--- src/rtl/trigger_manager_multi.sv ---
// trigger_manager_multi
// Fill trigger manager for the digitizer front-end. Each trigger starts a fill
// that drives go to the enabled channels. The fill ends when every enabled
// channel reports done, or when the optional timeout expires. The resulting
// fill record is then offered to a downstream FIFO. Triggers that arrive while
// a fill is running are queued up to PEND_MAX deep. Triggers beyond that depth
// are counted as dropped.
module trigger_manager_multi #(
   parameter int NUM_CHAN  = 5,
   parameter int FILLNUM_W = 24,
   parameter int TIMEOUT_W = 16,
   parameter int PEND_MAX  = 3,
   parameter int DROP_W    = 16,
   localparam int PEND_W   = $clog2(PEND_MAX + 1),
   localparam int REC_W    = FILLNUM_W + NUM_CHAN + 1
) (
   input  logic                 clk,
   input  logic                 reset_n,
   input  logic                 trigger,
   input  logic [NUM_CHAN-1:0]  chan_enable,
   input  logic [TIMEOUT_W-1:0] timeout_cycles,
   input  logic [NUM_CHAN-1:0]  done,
   output logic [NUM_CHAN-1:0]  go,
   output logic                 fifo_valid,
   input  logic                 fifo_ready,
   output logic [REC_W-1:0]     fifo_data,
   output logic [FILLNUM_W-1:0] fillNum,
   output logic [PEND_W-1:0]    pending,
   output logic [DROP_W-1:0]    dropped_count,
   output logic                 busy
);

   typedef enum logic [1:0] {
      ST_IDLE  = 2'd0,
      ST_FILL  = 2'd1,
      ST_STORE = 2'd2
   } state_t;

   localparam logic [PEND_W-1:0] PEND_FULL = PEND_W'(PEND_MAX);
   localparam logic [DROP_W-1:0] DROP_SAT  = {DROP_W{1'b1}};

   state_t               state_r;
   logic [NUM_CHAN-1:0]  en_lat_r;
   logic [TIMEOUT_W-1:0] timer_r;
   logic [NUM_CHAN-1:0]  go_r;
   logic                 fifo_valid_r;
   logic [REC_W-1:0]     fifo_data_r;
   logic [FILLNUM_W-1:0] fillnum_r;
   logic [PEND_W-1:0]    pending_r;
   logic [DROP_W-1:0]    dropped_r;
   logic                 busy_r;

   logic                 start_s;
   logic                 enqueue_s;
   logic                 dequeue_s;
   logic                 complete_s;
   logic                 expire_s;
   logic [NUM_CHAN-1:0]  snapshot_s;
   logic [PEND_W-1:0]    pending_nxt_s;
   logic                 drop_s;

   // Decode fill start, completion, timeout and queue push/pop events.
   always_comb begin
      start_s    = 1'b0;
      enqueue_s  = 1'b0;
      dequeue_s  = 1'b0;
      snapshot_s = done & en_lat_r;
      complete_s = (snapshot_s == en_lat_r);
      expire_s   = (timeout_cycles != TIMEOUT_W'(0)) &&
                   (timer_r == (timeout_cycles - TIMEOUT_W'(1)));
      if (state_r == ST_IDLE) begin
         // The queue is served first. A trigger in the same cycle is queued behind it.
         start_s   = trigger | (pending_r != PEND_W'(0));
         dequeue_s = (pending_r != PEND_W'(0));
         enqueue_s = trigger & (pending_r != PEND_W'(0));
      end else begin
         enqueue_s = trigger;
      end
   end

   // Compute the next pending depth and whether an incoming trigger is lost.
   always_comb begin
      pending_nxt_s = pending_r;
      drop_s        = 1'b0;
      if (enqueue_s && dequeue_s) begin
         pending_nxt_s = pending_r;
      end else if (enqueue_s) begin
         if (pending_r == PEND_FULL) begin
            drop_s = 1'b1;
         end else begin
            pending_nxt_s = pending_r + PEND_W'(1);
         end
      end else if (dequeue_s) begin
         pending_nxt_s = pending_r - PEND_W'(1);
      end else begin
         pending_nxt_s = pending_r;
      end
   end

   // Pending queue depth and saturating dropped-trigger counter.
   always_ff @(posedge clk) begin
      if (!reset_n) begin
         pending_r <= PEND_W'(0);
         dropped_r <= DROP_W'(0);
      end else begin
         pending_r <= pending_nxt_s;
         if (drop_s && (dropped_r != DROP_SAT)) begin
            dropped_r <= dropped_r + DROP_W'(1);
         end
      end
   end

   // Fill sequencing: IDLE -> FILL -> STORE -> IDLE. All outputs are registered.
   always_ff @(posedge clk) begin
      if (!reset_n) begin
         state_r      <= ST_IDLE;
         en_lat_r     <= NUM_CHAN'(0);
         timer_r      <= TIMEOUT_W'(0);
         go_r         <= NUM_CHAN'(0);
         fifo_valid_r <= 1'b0;
         fifo_data_r  <= REC_W'(0);
         fillnum_r    <= FILLNUM_W'(0);
         busy_r       <= 1'b0;
      end else begin
         case (state_r)
            ST_IDLE: begin
               if (start_s) begin
                  state_r   <= ST_FILL;
                  fillnum_r <= fillnum_r + FILLNUM_W'(1);
                  en_lat_r  <= chan_enable;
                  go_r      <= chan_enable;
                  timer_r   <= TIMEOUT_W'(0);
                  busy_r    <= 1'b1;
               end
            end
            ST_FILL: begin
               // Completion has priority over a timeout in the same cycle.
               if (complete_s) begin
                  state_r      <= ST_STORE;
                  go_r         <= NUM_CHAN'(0);
                  fifo_valid_r <= 1'b1;
                  fifo_data_r  <= {1'b0, snapshot_s, fillnum_r};
               end else if (expire_s) begin
                  state_r      <= ST_STORE;
                  go_r         <= NUM_CHAN'(0);
                  fifo_valid_r <= 1'b1;
                  fifo_data_r  <= {1'b1, snapshot_s, fillnum_r};
               end else begin
                  timer_r <= timer_r + TIMEOUT_W'(1);
               end
            end
            ST_STORE: begin
               // The record stays on fifo_data until the downstream FIFO accepts it.
               if (fifo_ready) begin
                  state_r      <= ST_IDLE;
                  fifo_valid_r <= 1'b0;
                  busy_r       <= 1'b0;
               end
            end
            default: begin
               state_r      <= ST_IDLE;
               go_r         <= NUM_CHAN'(0);
               fifo_valid_r <= 1'b0;
               busy_r       <= 1'b0;
            end
         endcase
      end
   end

   assign go            = go_r;
   assign fifo_valid    = fifo_valid_r;
   assign fifo_data     = fifo_data_r;
   assign fillNum       = fillnum_r;
   assign pending       = pending_r;
   assign dropped_count = dropped_r;
   assign busy          = busy_r;

endmodule

--- config.mk ---
export PLATFORM = sky130hd
export DESIGN_NAME = trigger_manager_multi
export DESIGN_NICKNAME = d
export VERILOG_FILES = /design/src/rtl/trigger_manager_multi.sv
export SDC_FILE = /design/constraint.sdc
export NUM_CORES = 1
export LEC_CHECK = 0
export CAP_MARGIN = 10
export CORE_AREA = 2 2 125 103
export CTS_CLUSTER_SIZE = 20
export DETAILED_ROUTE_END_ITERATION = 16
export DIE_AREA = 0 0 127 105
export GPL_TIMING_DRIVEN = 0
export PLACE_DENSITY = 0.66
export SYNTH_ARGS = -nofsm -noshare
export SYNTH_HDL_FRONTEND = slang
export SYNTH_SLANG_ARGS = --single-unit
export TNS_END_PERCENT = 20
--- constraint.sdc ---
create_clock -name clk -period 5.36 [get_ports clk]
set_input_delay 0.536 -clock clk [delete_from_list [all_inputs] [get_ports clk]]
set_output_delay 0.536 -clock clk [all_outputs]
set_load 0.01 [all_outputs]
==> results.cfg, run 1 <==
[timing]
finalHoldViolCount = 0
finalSetupTns_ps = 0
min_period_over_period_pct = 65.9
fmax_mhz = 283
fin_hold_ws_ps = 458
fin_worst_skew_ps = 8.11
period_needed_ps = 3530
max-slew-margin-rel_pct = 34.6
rsz0062_at_grt = no
worstMarginPinSlew_ps = 973
finalMaxSlewViolations = 0
setup_violations = 0

[layout]
utilization_pct = 53.8
regArea_mm2 = 0.00204
final_layout_size_suffix_gt1_share_pct = 5.06
syn_to_final_growth_pct = 32.9
nets = 742
diodes = 0
multi_input_area_mm2 = 0.00263
post-route-cell-area_mm2 = 0.00644
nFillCells = 1151

[route]
wire_per_inst_um = 15.3
via_count = 4607
drc = 0
dr.pass1.iters = 5
ant_nets = 0
routed_wl_mm = 13.2
drt_iter0_markers = 399
vias_per_cell = 5.33

[floorplanning]
rows = 36
die_h_um = 105
start_util_pct = 40.4
core_mm2 = 0.0120
fp.dieW_um = 127
dieArea_mm2 = 0.0133
num_io_pins = 109

[synthesis]
synth_top_area_share_pct = 42.1
yosysTopAreaCell = dfxtp_1
ys_ff_latch = 102
synth.area.top_cells = dfxtp_1, xnor2_1, nand2_1, nand3_1, xor2_1
yosysMostFrequentCell = dfxtp_1
ys_seq_area_share_pct = 42.1
ys.flop_type = dfxtp_1
synth_edf_count = 0
syn_nets = 625
synthTopCellsByCount = dfxtp_1, nand2_1, nand3_1
synth_area_mm2 = 0.00485
synth.distinct_cells = 55
ys_warn_count = 0
synth_cells = 590
synth.avg_cell_area_um2 = 8.21
synthArstFlopShare_pct = 0

[cts]
cts_buffers = 9
cts_tree = built
clk_latency_ps = 350
clk_pin_slew_ps = 70
hold_buffers = 0
clock_path_buffers = 2
post_cts_buffers = 0
cts_sinks = 102
htreeDepth = 3
cts_resized = 0
cts-root-buf = clkbuf_16

[critical_path]
slowest_stage = clkdlybuf4s50_1
crit_chain = clkdlybuf4s50_1 > inv_1 > ha_1 > or4b_4 > nor4_1 > xnor2_1 > nand4_1 > nor4_4 > a41oi_2 > buf_2 > nand3_1 > o21ai_1
arrival_ps = 3770
crit_fanout = 10
start_kind = primary input
crit_type = primary input to flop
end_kind = flop
max_stage_delay_ps = 550
required_ps = 5600

[placed_design]
numPortBuffers = 106
hpwl_mm = 9.99
gp_congestion = 0.819
placed_area_mm2 = 0.00610

[run_status]
status = finished, final reports clean

[global_route]
grt_usage_pct = 20.4
grt_max_degree = 18
grt_antenna_before_repair = 0
grt_pass1_wl_mm = 21.9
gr-total-overflow = 0
grt_pass1_vias = 4342

[power]
vdd_drop_max_mv = 0.223
leakagePower_nw = 2.19
power_per_cell_area_mw_per_mm2 = 272
p_total_mw = 1.75

[min_path]
hp-class = flop to flop

[flow_run]
max_cap_viol_count = 0
==> worst max-delay path, delay by kind of cell <==
family	cells	cell delay, ps
fa+ha+maj	1	250
xor+xnor	1	170
buf+inv	3	970
simple gates	5	1480
compound gates	2	350
==> area by class of cell <==
cell class | instances | area share, %
inverter | 12 | 0.699
timing repair buffer | 106 | 16.5
tap | 152 | 2.95
clock buffer | 9 | 3.50
clock inverter | 7 | 1.86
buffer | 26 | 1.98
multi-input combinational | 450 | 40.8
sequential | 102 | 31.7
==> stage by stage <==
step | cells | setup WS, ps
after floorplan | 590 | 2510
after global placement | 848 | 1490
after detailed placement | 848 | 1460
after CTS | 864 | 1820
after global routing | 864 | 1560
final | 864 | 1830
==> per-layer routing <==
metal	GRT usage, %	share of wire (%)
met1	28.8	49
met2	31.6	44
met3	5.33	6.0
met4	4.24	1.2
met5	0	0
==> power by group <==
part	switching, mW	internal (mW)
Clock	0.290	0.459
Combinational	0.127	0.0815
Sequential	0.0181	0.776
Total	0.435	1.32
==> layout by cell type, fill, tap and decap left out, drive strengths merged, types with 3 or more instances in the layout <==
cell / synthesis / routed
a211oi: 3 / 3
a21oi: 33 / 33
a311oi: 5 / 5
a31o: 3 / 3
and2: 8 / 8
and3: 12 / 12
and4: 5 / 5
buf: 15 / 15
bufinv: 0 / 3
clkbuf: 11 / 20
clkdlybuf4s50: 0 / 106
dfxtp: 102 / 102
ha: 5 / 5
inv: 12 / 14
mux2i: 3 / 3
nand2: 75 / 75
nand3: 56 / 56
nand4: 18 / 18
nor2: 53 / 53
nor3: 10 / 10
nor3b: 3 / 3
nor4: 6 / 6
o211ai: 3 / 3
o21ai: 47 / 47
or2: 3 / 3
or3: 16 / 16
xnor2: 34 / 34
xor2: 23 / 23
==> registers in the layout, indices dropped and copies added, names as in the netlist, 2 cells and up <==
| signal | count |
|---|---|
| dropped_count | 16 |
| en_lat_r | 5 |
| fifo_data | 30 |
| fillNum | 24 |
| go | 5 |
| pending | 2 |
| state_r | 2 |
| timer_r | 16 |
==> final timing paths <==
path / start / endpoint / slack (ps) / cells past startpoint
max reg2reg: pending[0]$_SDFFE_PN0P_ / fillNum[23]$_SDFFE_PN0P_ / 2860 / 8
min: fifo_data[0]$_SDFFE_PN0P_ / fifo_data[0]$_SDFFE_PN0P_ / 460 / 2
max: timeout_cycles[0] / fifo_data[7]$_SDFFE_PN0P_ / 1830 / 12
min reg2reg: fifo_data[0]$_SDFFE_PN0P_ / fifo_data[0]$_SDFFE_PN0P_ / 460 / 2
==> kinds of logic (layout without fill, tap and decap cells) <==
| logic type | after synthesis | after routing | share of synthesized area [%] |
|---|---|---|---|
| simple gates | 272 | 272 | 27.9 |
| compound gates | 113 | 113 | 14.1 |
| flops | 102 | 102 | 42.1 |
| xor+xnor | 57 | 57 | 10.3 |
| buf+inv | 38 | 160 | 3.56 |
| fa+ha+maj | 5 | 5 | 1.29 |
| mux | 3 | 3 | 0.620 |
Note: power is estimated with default switching activity, not from simulation.
==> inputs of run 2 (changes only) <==
==> constraint.sdc (replaced) <==
create_clock -name clk -period 3.63 [get_ports clk]
set_input_delay 0.363 -clock clk [delete_from_list [all_inputs] [get_ports clk]]
set_output_delay 0.363 -clock clk [all_outputs]
set_load 0.01 [all_outputs]
==> results of run 2 <==
Same layout as run 1 (identical final DEF). Status: finished, final reports clean.
Among the figures that moved: setup slack after placement 1460 ps -> -99.6 ps; setup slack after layout 1830 ps -> 271 ps; register-to-register setup slack 2860 ps -> 1130 ps; total power 1.75 mW -> 2.58 mW; worst IR drop on VDD 0.223 mV -> 0.330 mV
==> inputs of run 3 (changes only) <==
--- a/config.mk
+++ b/config.mk
@@ -10,8 +10,8 @@
 export CTS_CLUSTER_SIZE = 20
 export DETAILED_ROUTE_END_ITERATION = 16
 export DIE_AREA = 0 0 127 105
+export DONT_BUFFER_PORTS = 1
 export GPL_TIMING_DRIVEN = 0
-export PLACE_DENSITY = 0.66
 export SYNTH_ARGS = -nofsm -noshare
 export SYNTH_HDL_FRONTEND = slang
 export SYNTH_SLANG_ARGS = --single-unit
==> results.cfg, run 3 (synthesized netlist as in run 1, its figures left out) <==
[route]
drt_iter0_markers = 319
vias_per_cell = 5.56
wire_per_inst_um = 16.9
drc = 0
ant_nets = 0
via_count = 4211
dr.pass1.iters = 4
routed_wl_mm = 12.8

[placed_design]
placed_area_mm2 = 0.00504
numPortBuffers = 0
hpwl_mm = 9.68
gp_congestion = 0.824

[global_route]
grt_pass1_wl_mm = 20.5
grt_usage_pct = 19.2
gr-total-overflow = 0
grt_pass1_vias = 4027
grt_antenna_before_repair = 0
grt_max_degree = 18

[power]
vdd_drop_max_mv = 0.207
power_per_cell_area_mw_per_mm2 = 437
switching_power_mw = 0.621
p_sw_share_pct = 26.7
leakagePower_nw = 1.79
intPower_mw = 1.70
clock_power_share_pct = 39.5
pwr-share-seq_pct = 51.0
p_comb_share_pct = 9.5

[cts]
clk_pin_slew_ps = 70
clock_path_buffers = 2
post_cts_buffers = 0
clk_latency_ps = 340
cts_buffers = 9
htreeDepth = 3
cts_tree = built
hold_buffers = 0
cts_sinks = 102
cts-root-buf = clkbuf_16
cts_resized = 0

[layout]
final_layout_size_suffix_gt1_share_pct = 5.78
post-route-cell-area_mm2 = 0.00532
nets = 636
largest_reg_flops = 30
syn_to_final_growth_pct = 9.79
final_common_cell = dfxtp_1
utilization_pct = 44.4
layout_common_cells = dfxtp_1, nand2_1, nand3_1, nor2_1, xnor2_1
diodes = 0

[timing]
finalHoldViolCount = 0
finalSetupTns_ps = 0
rsz0062_at_grt = no
fmax_mhz = 367
fin_worst_skew_ps = 11.6
setup_violations = 0
fin_hold_ws_ps = 175
period_needed_ps = 2730
max-slew-margin-rel_pct = 39.1
worstMarginPinSlew_ps = 907
finalMaxSlewViolations = 0
min_period_over_period_pct = 75.2

[min_path]
hp-class = primary input to flop
holdCritStartpoint = done[4]

[floorplanning]
start_util_pct = 40.4
num_io_pins = 109
dieArea_mm2 = 0.0133
rows = 36
die_h_um = 105
core_mm2 = 0.0120
fp.dieW_um = 127

[critical_path]
r2r_start = pending[0]$_SDFFE_PN0P_
cp-startpoint = timeout_cycles[0]
end_kind = flop
r2r_setup_slack_ps = 1060
arrival_ps = 2950
crit_fanout = 10
required_ps = 3850
start_kind = primary input
crit_type = primary input to flop

[flow_run]
max_cap_viol_count = 0

[run_status]
status = finished, final reports clean
run 3: cell count changes in the layout (fill, tap and decap cells not counted):
cell             delta
clkinv_2            -1
clkinv_4            +1
clkinvlp_4          +1
clkbuf_8            +1
clkdlybuf4s50_1   -106
clkbuf_1            +1
bufinv_16           -3
run 3: cell type report:
cell class / count / area (um^2)
buffer: 26 / 128
sequential: 102 / 2040
multi-input combinational: 450 / 2630
fill: 1177 / 6660
clock inverter: 5 / 41.3
inverter: 12 / 45.0
tap: 152 / 190
clock buffer: 11 / 243
run 3: stage by stage:
step | std cells | setup WS, ps | total power [mW]
floorplan | 590 | 953 | 1.36
global placement | 742 | 558 | 1.43
detailed placement | 742 | 548 | 1.43
CTS | 758 | 889 | 2.35
global route | 758 | 671 | 2.44
finish | 758 | 902 | 2.32
run 3: power groups by stage:
stage	clock [mW]	sequential, mW	combinational [mW]
after floorplan	0	1.20	0.164
after global placement	0	1.21	0.215
after CTS	0.947	1.18	0.222
after detailed placement	0	1.21	0.220
final	0.919	1.18	0.221
after global routing	0.999	1.19	0.249
run 3: critical path: stages:
cell,delay (ps)
inv_1,60
ha_1,240
or4b_4,520
nor4_1,240
xnor2_1,180
nand4_1,160
nor4_4,430
a41oi_2,280
buf_2,300
nand3_1,110
o21ai_1,70
run 3: worst paths after layout:
path / endpoint / depth (start not counted)
setup / recovery: fifo_data[23]$_SDFFE_PN0P_ / 11
hold / removal: fifo_data[28]$_SDFFE_PN0P_ / 2
setup reg to reg: fillNum[23]$_SDFFE_PN0P_ / 8
hold reg to reg: en_lat_r[1]$_SDFFE_PN0P_ / 2
run 3: layer usage:
layer	vias to the layer above	wire [um]	GRT usage (%)
met5	-	0	0
met4	0	210	6.75
met3	12	1140	6.61
met2	117	5660	29.3
met1	1957	5800	25.3
li1	2125	-	-
